## config.mk

```make
export PLATFORM = sky130hd
export DESIGN_NAME = regfile_wb_arbiter
export DESIGN_NICKNAME = d
export VERILOG_FILES = /design/src/rtl/regfile_wb_arbiter_pkg.sv /design/src/rtl/regfile_wb_arbiter_scoreboard.sv /design/src/rtl/regfile_wb_arbiter.sv
export SDC_FILE = /design/constraint.sdc
export NUM_CORES = 1
export LEC_CHECK = 0
export BUFFER_PORTS_ARGS = -buffer_cell sky130_fd_sc_hd__clkbuf_2
export CAP_MARGIN = 0
export CELL_PAD_IN_SITES_DETAIL_PLACEMENT = 0
export CELL_PAD_IN_SITES_GLOBAL_PLACEMENT = 1
export CORE_MARGIN = 5
export CORE_UTILIZATION = 40
export DETAILED_ROUTE_END_ITERATION = 8
export GPL_ROUTABILITY_DRIVEN = 0
export PLACE_DENSITY_LB_ADDON = 0.1
export SYNTH_ARGS = -nofsm -noshare
export SYNTH_HDL_FRONTEND = slang
export SYNTH_HIERARCHICAL = 1
export SYNTH_SLANG_ARGS = --single-unit
```

## constraint.sdc

```tcl
create_clock -name clk -period 2.9 [get_ports clk]
set_clock_uncertainty 0.2 [all_clocks]
set_input_delay 0.435 -clock clk [delete_from_list [all_inputs] [get_ports clk]]
set_output_delay 0.435 -clock clk [all_outputs]
set_load 0.02 [all_outputs]
```

## src/rtl/regfile_wb_arbiter_pkg.sv

```systemverilog
// Shared definitions for the register-file writeback arbiter and its scoreboard.
// The register geometry comes from the core-wide RegCnt/RegWidth macros.
// If those macros are absent, this file falls back to a 32 x 32-bit register file.
`ifndef RegCnt
`define RegCnt 5
`endif
`ifndef RegWidth
`define RegWidth 32
`endif

package regfile_wb_arbiter_pkg;

  localparam int REG_ADDR_W = `RegCnt;
  localparam int REG_DATA_W = `RegWidth;
  localparam int SB_CNT_W   = 2;

  // Writeback source identifiers; also used as the round-robin history bit.
  typedef enum logic {
    WB_SRC_ALU = 1'b0,
    WB_SRC_LSU = 1'b1
  } wb_src_e;

  // Per-register in-flight write counter at the default width.
  typedef logic [SB_CNT_W-1:0] sb_cnt_t;

endpackage

```

## src/rtl/regfile_wb_arbiter_scoreboard.sv

```systemverilog
// Pending-write scoreboard: one saturating counter per architectural register.
// Decode increments a counter on issue, and the registered regfile write decrements it.
// A source operand is busy while its counter is non-zero.
// Register x0 is never tracked.
module wb_scoreboard
  import regfile_wb_arbiter_pkg::*;
#(
  parameter int ADDR_WIDTH = REG_ADDR_W,
  parameter int CNT_W      = SB_CNT_W
) (
  input  logic                  clk,
  input  logic                  rst_n,
  input  logic                  iss_valid,
  input  logic [ADDR_WIDTH-1:0] iss_rd,
  output logic                  iss_ready,
  input  logic [ADDR_WIDTH-1:0] rs1,
  input  logic [ADDR_WIDTH-1:0] rs2,
  output logic                  rs1_busy,
  output logic                  rs2_busy,
  input  logic                  wb_wen,
  input  logic [ADDR_WIDTH-1:0] wb_rd
);

  localparam int              NUM_REGS = 1 << ADDR_WIDTH;
  localparam logic [CNT_W-1:0] CNT_MAX = '1;

  logic [CNT_W-1:0] cnt_q [NUM_REGS];
  logic [CNT_W-1:0] cnt_d [NUM_REGS];
  logic             iss_fire;

  // Issue is refused only when the destination counter would overflow.
  assign iss_ready = (iss_rd == '0) || (cnt_q[iss_rd] != CNT_MAX);
  assign iss_fire  = iss_valid && iss_ready;
  assign rs1_busy  = (rs1 != '0) && (cnt_q[rs1] != '0);
  assign rs2_busy  = (rs2 != '0) && (cnt_q[rs2] != '0);

  // Next counter values.
  // A simultaneous issue and writeback to the same register cancel out.
  // A counter already at zero is never decremented.
  always_comb begin
    for (int r = 0; r < NUM_REGS; r++) begin
      cnt_d[r] = cnt_q[r];
      if (r == 0) begin
        cnt_d[r] = '0;
      end else if (iss_fire && (iss_rd == ADDR_WIDTH'(r)) &&
                   !(wb_wen && (wb_rd == ADDR_WIDTH'(r)))) begin
        cnt_d[r] = cnt_q[r] + CNT_W'(1);
      end else if (wb_wen && (wb_rd == ADDR_WIDTH'(r)) &&
                   !(iss_fire && (iss_rd == ADDR_WIDTH'(r))) &&
                   (cnt_q[r] != '0)) begin
        cnt_d[r] = cnt_q[r] - CNT_W'(1);
      end
    end
  end

  // Counter registers; reset forgets every in-flight write.
  always_ff @(posedge clk or negedge rst_n) begin
    if (!rst_n) begin
      for (int r = 0; r < NUM_REGS; r++) begin
        cnt_q[r] <= '0;
      end
    end else begin
      cnt_q <= cnt_d;
    end
  end

`ifndef SYNTHESIS
  wb_no_underflow: assert property (@(posedge clk) disable iff (!rst_n)
    (wb_wen && (wb_rd != '0)) |-> (cnt_q[wb_rd] != '0));
`endif

endmodule

```

## src/rtl/regfile_wb_arbiter.sv

```systemverilog
// Regfile writeback arbiter.
// Round-robin merges the ALU and LSU results into the single regfile write port.
// It registers the write and keeps the RAW-hazard scoreboard for decode.
module regfile_wb_arbiter
  import regfile_wb_arbiter_pkg::*;
#(
  parameter int ADDR_WIDTH = REG_ADDR_W,
  parameter int DATA_WIDTH = REG_DATA_W,
  parameter int CNT_W      = SB_CNT_W
) (
  input  logic                  clk,
  input  logic                  rst_n,
  input  logic                  iss_valid,
  input  logic [ADDR_WIDTH-1:0] iss_rd,
  output logic                  iss_ready,
  input  logic [ADDR_WIDTH-1:0] rs1,
  input  logic [ADDR_WIDTH-1:0] rs2,
  output logic                  rs1_busy,
  output logic                  rs2_busy,
  input  logic                  alu_valid,
  input  logic [ADDR_WIDTH-1:0] alu_rd,
  input  logic [DATA_WIDTH-1:0] alu_data,
  output logic                  alu_ready,
  input  logic                  lsu_valid,
  input  logic [ADDR_WIDTH-1:0] lsu_rd,
  input  logic [DATA_WIDTH-1:0] lsu_data,
  output logic                  lsu_ready,
  output logic                  rf_wen,
  output logic [ADDR_WIDTH-1:0] rf_rd,
  output logic [DATA_WIDTH-1:0] rf_wdata
);

  wb_src_e               last_grant_q, last_grant_d;
  logic                  grant_alu, grant_lsu;
  logic                  rf_wen_q, rf_wen_d;
  logic [ADDR_WIDTH-1:0] rf_rd_q, rf_rd_d;
  logic [DATA_WIDTH-1:0] rf_wdata_q, rf_wdata_d;

  // Round-robin grant: on a tie, the source not granted last time wins.
  always_comb begin
    grant_alu    = 1'b0;
    grant_lsu    = 1'b0;
    last_grant_d = last_grant_q;
    if (alu_valid && lsu_valid) begin
      if (last_grant_q == WB_SRC_ALU) begin
        grant_lsu = 1'b1;
      end else begin
        grant_alu = 1'b1;
      end
    end else if (alu_valid) begin
      grant_alu = 1'b1;
    end else if (lsu_valid) begin
      grant_lsu = 1'b1;
    end
    if (grant_alu) begin
      last_grant_d = WB_SRC_ALU;
    end else if (grant_lsu) begin
      last_grant_d = WB_SRC_LSU;
    end
  end

  assign alu_ready = grant_alu;
  assign lsu_ready = grant_lsu;

  // Capture the granted result for next cycle.
  // An x0 result is consumed without touching the port.
  always_comb begin
    rf_wen_d   = 1'b0;
    rf_rd_d    = rf_rd_q;
    rf_wdata_d = rf_wdata_q;
    if (grant_alu && (alu_rd != '0)) begin
      rf_wen_d   = 1'b1;
      rf_rd_d    = alu_rd;
      rf_wdata_d = alu_data;
    end else if (grant_lsu && (lsu_rd != '0)) begin
      rf_wen_d   = 1'b1;
      rf_rd_d    = lsu_rd;
      rf_wdata_d = lsu_data;
    end
  end

  // Output and arbitration-history registers.
  always_ff @(posedge clk or negedge rst_n) begin
    if (!rst_n) begin
      last_grant_q <= WB_SRC_ALU;
      rf_wen_q     <= 1'b0;
      rf_rd_q      <= '0;
      rf_wdata_q   <= '0;
    end else begin
      last_grant_q <= last_grant_d;
      rf_wen_q     <= rf_wen_d;
      rf_rd_q      <= rf_rd_d;
      rf_wdata_q   <= rf_wdata_d;
    end
  end

  assign rf_wen   = rf_wen_q;
  assign rf_rd    = rf_rd_q;
  assign rf_wdata = rf_wdata_q;

  wb_scoreboard #(
    .ADDR_WIDTH(ADDR_WIDTH),
    .CNT_W     (CNT_W)
  ) u_scoreboard (
    .clk      (clk),
    .rst_n    (rst_n),
    .iss_valid(iss_valid),
    .iss_rd   (iss_rd),
    .iss_ready(iss_ready),
    .rs1      (rs1),
    .rs2      (rs2),
    .rs1_busy (rs1_busy),
    .rs2_busy (rs2_busy),
    .wb_wen   (rf_wen_q),
    .wb_rd    (rf_rd_q)
  );

endmodule

```

==> results of run 1 <==
-- final timing paths --
| kind | startpoint | to | slack, ps |
|---|---|---|---|
| max | u_scoreboard/cnt_q[25] | iss_ready | -5 |
| min | lsu_data[30] | rf_wdata[30] | 100 |
| max reg2reg | u_scoreboard/cnt_q[25] | u_scoreboard/cnt_q[8] | 270 |
| min reg2reg | u_scoreboard/cnt_q[2] | u_scoreboard/cnt_q[2] | 340 |
| max in group asynchronous | rst_n | u_scoreboard/cnt_q[16] | 1320 |
| min in group asynchronous | rst_n | u_scoreboard/cnt_q[56] | 450 |
-- kinds of logic after synthesis --
logic type | after synthesis
AOI/OAI and AO/OA | 264
xor gates and xnor gates | 30
buffers and inverters | 62
DFF | 101
muxes | 34
and+or+nand+nor | 323
-- report_power, final --
| part | internal (mW) | switching (mW) |
|---|---|---|
| logic | 0.994 | 1.09 |
| registers | 1.80 | 0.577 |
| clock network | 0.771 | 0.596 |
-- final cells by class --
| class | count | area, sq um |
|---|---|---|
| Clock buffer | 9 | 225 |
| Tap cell | 225 | 282 |
| Timing Repair Buffer | 195 | 1200 |
| Multi-Input combinational cell | 651 | 4260 |
| Clock inverter | 7 | 106 |
| Inverter | 21 | 78.8 |
| Sequential cell | 101 | 2540 |
| Fill cell | 1692 | 8600 |
-- metal layers --
layer,global-route usage,wire length [um],vias up
met3,0.0472,1690,48
li1,-,-,3306
met2,0.359,10500,317
met5,0,0,-
met4,0.0830,577,0
met1,0.310,10300,3412
-- critical path, cell delays in order, from the launching register on --
cell      delay [ps]
dfrtp_2          440
mux4_2           490
a22o_4           270
a221oi_4         200
or2_4            190
a21boi_4         190
buf_8            130
-- layout by cell type (no fill, tap or decap), types with 21 or more instances in the layout --
master    count
nor3_1       25
a21oi_1      57
a31oi_1      38
nor2_1       95
nand2_1     112
o21ai_0      55
clkbuf_2    132
dfrtp_1      91
inv_1        21
buf_4        55
-- through the flow --
stage / total power [mW] / hold slack [ps] / area [sq um]
after detailed placement: 4.30 / 318 / 8190
after global placement: 4.20 / 319 / 8190
final: 5.83 / 104 / 8700
after CTS: 5.82 / 91.7 / 8660
after floorplan: 3.51 / -60.6 / 7080
after global routing: 6.16 / 96.4 / 8700
-- registers in the layout (all words and copies together), names as in the netlist --
name                count
last_grant_q            1
u_scoreboard/cnt_q     62
rf_wen                  1
rf_wdata               32
rf_rd                   5
-- timing repair --
action,CTS,global route
resized for setup,14,17
hold buffers,1,0
setup buffers,12,0
endpoints found under the setup margin,2,3
endpoints found under the hold margin,45,0
pin swaps,2,2
==> results.json, run 1 <==
{
  "vias_per_cell": 5.86,
  "hold_depth": 3,
  "drive_above_1_share": 0.272,
  "dp_slack_ps": -12.0,
  "drc": 0,
  "fmax_mhz": 344,
  "clk_latency_ps": 350,
  "netlist.area_leader.share": 0.358,
  "ys_top_cells_by_count": "nand2_1 (112), dfrtp_1 (101), nor2_1 (99)",
  "synth-edff-count": 0,
  "crit_fanout": 3,
  "start_util": 0.408,
  "hold_viol_final": 0,
  "wire_per_inst_um": 19.1,
  "slew_violations": 0,
  "layout_min_cycle_time_ps": 2900,
  "dieHeight_um": 143,
  "status": "finished, violations left",
  "yosys.area_share.simple": 0.209,
  "hold_path_class": "input port to register",
  "post-route-util": 0.503,
  "syn-num-nets": 908,
  "maxCapViolations": 0,
  "synth.most_common_cell": "nand2_1",
  "dpl.cell_count": 1180,
  "critical_path_class": "register to primary output",
  "ys_seq_area_frac": 0.358,
  "stdcell_count": 1209,
  "area_growth_pct": 23.1,
  "cts_tree": "built",
  "setup_tns_ps": -4.71,
  "fp.dieArea_sq_um": 20400,
  "h-tree-depth": 3,
  "grt_max_degree": 48,
  "drtPass1Iterations": 7,
  "worst_slew_pin_slew_ps": 706,
  "port_buffers": 136,
  "ir_worst_vdd_mv": 0.352,
  "grt_usage": 0.227,
  "drt_iter0_drc": 597,
  "synth_xor_area_frac": 0.0372,
  "synth_warnings": 6,
  "core_area_sq_um": 17300,
  "grt_setup_unrepaired": "yes",
  "ys_types": 66,
  "clk_path_buf_depth": 2,
  "cts.sinks": 101,
  "powerDensity_nw_per_um2": 670,
  "wirelength_um": 23100,
  "synth_compound_area_frac": 0.253,
  "grt_pass1_vias": 6958,
  "cp.arrival_ps": 2270,
  "synthAdderAreaFrac": 0,
  "syn_inst": 814,
  "setup_viol": 1,
  "dp_hpwl_um": 17500,
  "critPathCaptureType": "primary output",
  "violations": "negative setup slack",
  "avgSynthCellArea_sq_um": 8.68,
  "io_pins": 137,
  "die_w_um": 143,
  "nets": 1073,
  "rows": 48,
  "grt_pass1_wl_um": 36700,
  "fin_crit_sh": 1.00,
  "slew_headroom": 0.525,
  "worst_slack_ps": -4.71,
  "critPathRequiredTime_ps": 2270,
  "antenna_found_initial": 0,
  "ys.flop_type": "dfrtp_1",
  "synthTopCellsByArea": "dfrtp_1 (36%), nand2_1 (6.0%), nor2_1 (5.3%)",
  "overflow": 0,
  "worst_r2r_path_depth": 7,
  "ys_seq_elements": 101,
  "cts_made_buffers": 9,
  "p_leak_nw": 3.73,
  "synth_top_family_by_area": "compound AO/OA/AOI/OAI gates",
  "synth_top_area_cell": "dfrtp_1",
  "clk_pin_slew_ps": 80,
  "cp-start-kind": "register",
  "syn_area_sq_um": 7070,
  "synthMuxAreaShare": 0.0972,
  "async_flop_share": 1.00,
  "vias": 7083,
  "diodes": 0,
  "root_buffer": "clkbuf_16",
  "final_antenna_net_count": 0
}
No activity file was read; power rests on OpenSTA's default activity.
==> run 2: changes to the inputs <==
PLACE_DENSITY = 0.81   (was not set)
PLACE_DENSITY_LB_ADDON = not set   (was 0.1)
==> results.json, run 2 (synthesis gave the netlist of run 1 again) <==
{
  "status": "finished, final reports clean",
  "reg2reg_from": "u_scoreboard/cnt_q[20]",
  "largest-register": "u_scoreboard/cnt_q",
  "hold_path_class": "input port to register",
  "clk_path_buf_depth": 2,
  "drt_iter0_drc": 536,
  "cts_made_buffers": 9,
  "min-delay-start": "lsu_data[22]",
  "p_leak_nw": 3.70,
  "seqPwrFrac": 0.418,
  "start_util": 0.408,
  "cts_tree": "built",
  "final_antenna_net_count": 0,
  "ff2ff_setup_slack_ps": 290,
  "post-route-util": 0.502,
  "grt_usage": 0.224,
  "grt_pass1_vias": 6675,
  "mostFrequentLayoutCell": "clkbuf_2",
  "port_buffers": 136,
  "die_w_um": 143,
  "hold_viol_final": 0,
  "powerDensity_nw_per_um2": 670,
  "wire_per_inst_um": 18.7,
  "p_int_mw": 3.51,
  "grt_setup_unrepaired": "yes",
  "hold_depth": 3,
  "fp.dieArea_sq_um": 20400,
  "cp.arrival_ps": 2220,
  "area_growth_pct": 23.0,
  "ir_worst_vdd_mv": 0.345,
  "setup_tns_ps": 0,
  "vias": 6965,
  "gr-usage-met2": 0.359,
  "root_buffer": "clkbuf_16",
  "top_usage_layer": "met2",
  "startpoint": "u_scoreboard/cnt_q[20]",
  "rows": 48,
  "largest_register_ffs": 62,
  "fmax_mhz": 350,
  "met1_usage": 0.298,
  "drtPass1Iterations": 5,
  "final_cell_mix": "clkbuf_2 (131), nand2_1 (112), nor2_1 (92), dfrtp_1 (79)",
  "swShare": 0.397,
  "maxCapViolations": 0,
  "h-tree-depth": 3,
  "pwr-share-clk": 0.226,
  "critical_path_class": "register to primary output",
  "dp_hpwl_um": 17100,
  "clk_latency_ps": 370,
  "grt_use_met3": 0.0656,
  "crit_fanout": 5,
  "antenna_found_initial": 0,
  "dp_slack_ps": -73.1,
  "slew_violations": 0,
  "drc": 0,
  "critPathRequiredTime_ps": 2270,
  "dieHeight_um": 143,
  "worst_r2r_path_depth": 7,
  "overflow": 0,
  "worst_slew_pin_slew_ps": 699,
  "clk_pin_slew_ps": 90,
  "cp-start-kind": "register",
  "setup_viol": 0,
  "vias_per_cell": 5.78,
  "wirelength_um": 22500,
  "grt_max_degree": 55,
  "fin_crit_sh": 0.984,
  "core_area_sq_um": 17300,
  "nets": 1069,
  "slew_headroom": 0.530,
  "grt_pass1_wl_um": 35800,
  "diodes": 0,
  "p_comb_frac": 0.357,
  "critPathCaptureType": "primary output",
  "worst_slack_ps": 45.0,
  "fill_cells": 1705,
  "cts.sinks": 101,
  "io_pins": 137,
  "layout_min_cycle_time_ps": 2850,
  "power_switching_mw": 2.31,
  "drive_above_1_share": 0.289
}
## run 2: what timing repair did
action / 4_1_cts / 5_1_grt
endpoints found under the hold margin: 26 / 0
setup buffers: 9 / 4
resized for setup: 15 / 38
pin swaps: 2 / 2
endpoints found under the setup margin: 2 / 3
hold buffers: 1 / 0
## run 2: power groups by stage
stage	Combinational (mW)	Clock (mW)	Sequential, mW
global route	2.26	1.40	2.48
global placement	1.86	0	2.40
finish	2.07	1.31	2.43
CTS	1.98	1.36	2.37
detailed placement	1.88	0	2.41
floorplan	1.24	0	2.26
## run 2: stage by stage
stage               cells  power [mW]  hold slack (ps)  instance area, sq um
finish               1205        5.82             92.8                  8690
global route         1205        6.14             89.6                  8690
CTS                  1201        5.71             79.8                  8570
detailed placement   1175        4.29              194                  8160
global placement     1175        4.26              194                  8160
floorplan             814        3.51            -60.6                  7080
## run 2: path summary, 6_finish.rpt
path	end
min reg2reg	u_scoreboard/cnt_q[4]
min	rf_wdata[22]
max reg2reg	u_scoreboard/cnt_q[8]
max in group asynchronous	u_scoreboard/cnt_q[4]
min in group asynchronous	u_scoreboard/cnt_q[59]
max	iss_ready
## run 2: final cells by class
type	count	area [sq um]	area share
clock buffers	9	225	0.0259
clock inverters	7	95.1	0.0109
inverters	21	78.8	0.00907
multi-input cells	651	4280	0.492
flip-flops and latches	101	2550	0.294
well taps	225	282	0.0324
repair buffers	191	1170	0.135
## run 2: per-layer routing
| layer | routed length (um) | part of all wire | up-vias |
|---|---|---|---|
| met3 | 2160 | 0.096 | 36 |
| met2 | 10000 | 0.44 | 319 |
| met1 | 9820 | 0.44 | 3304 |
| met4 | 521 | 0.023 | 0 |
| li1 | - | - | 3306 |
| met5 | 0 | 0 | - |
## run 2: worst max-delay path: stages (launching register included)
cell,delay (ps)
dfrtp_1,460
mux4_1,540
o2111ai_1,200
o211a_1,200
or2_4,130
a21boi_4,180
buf_8,140
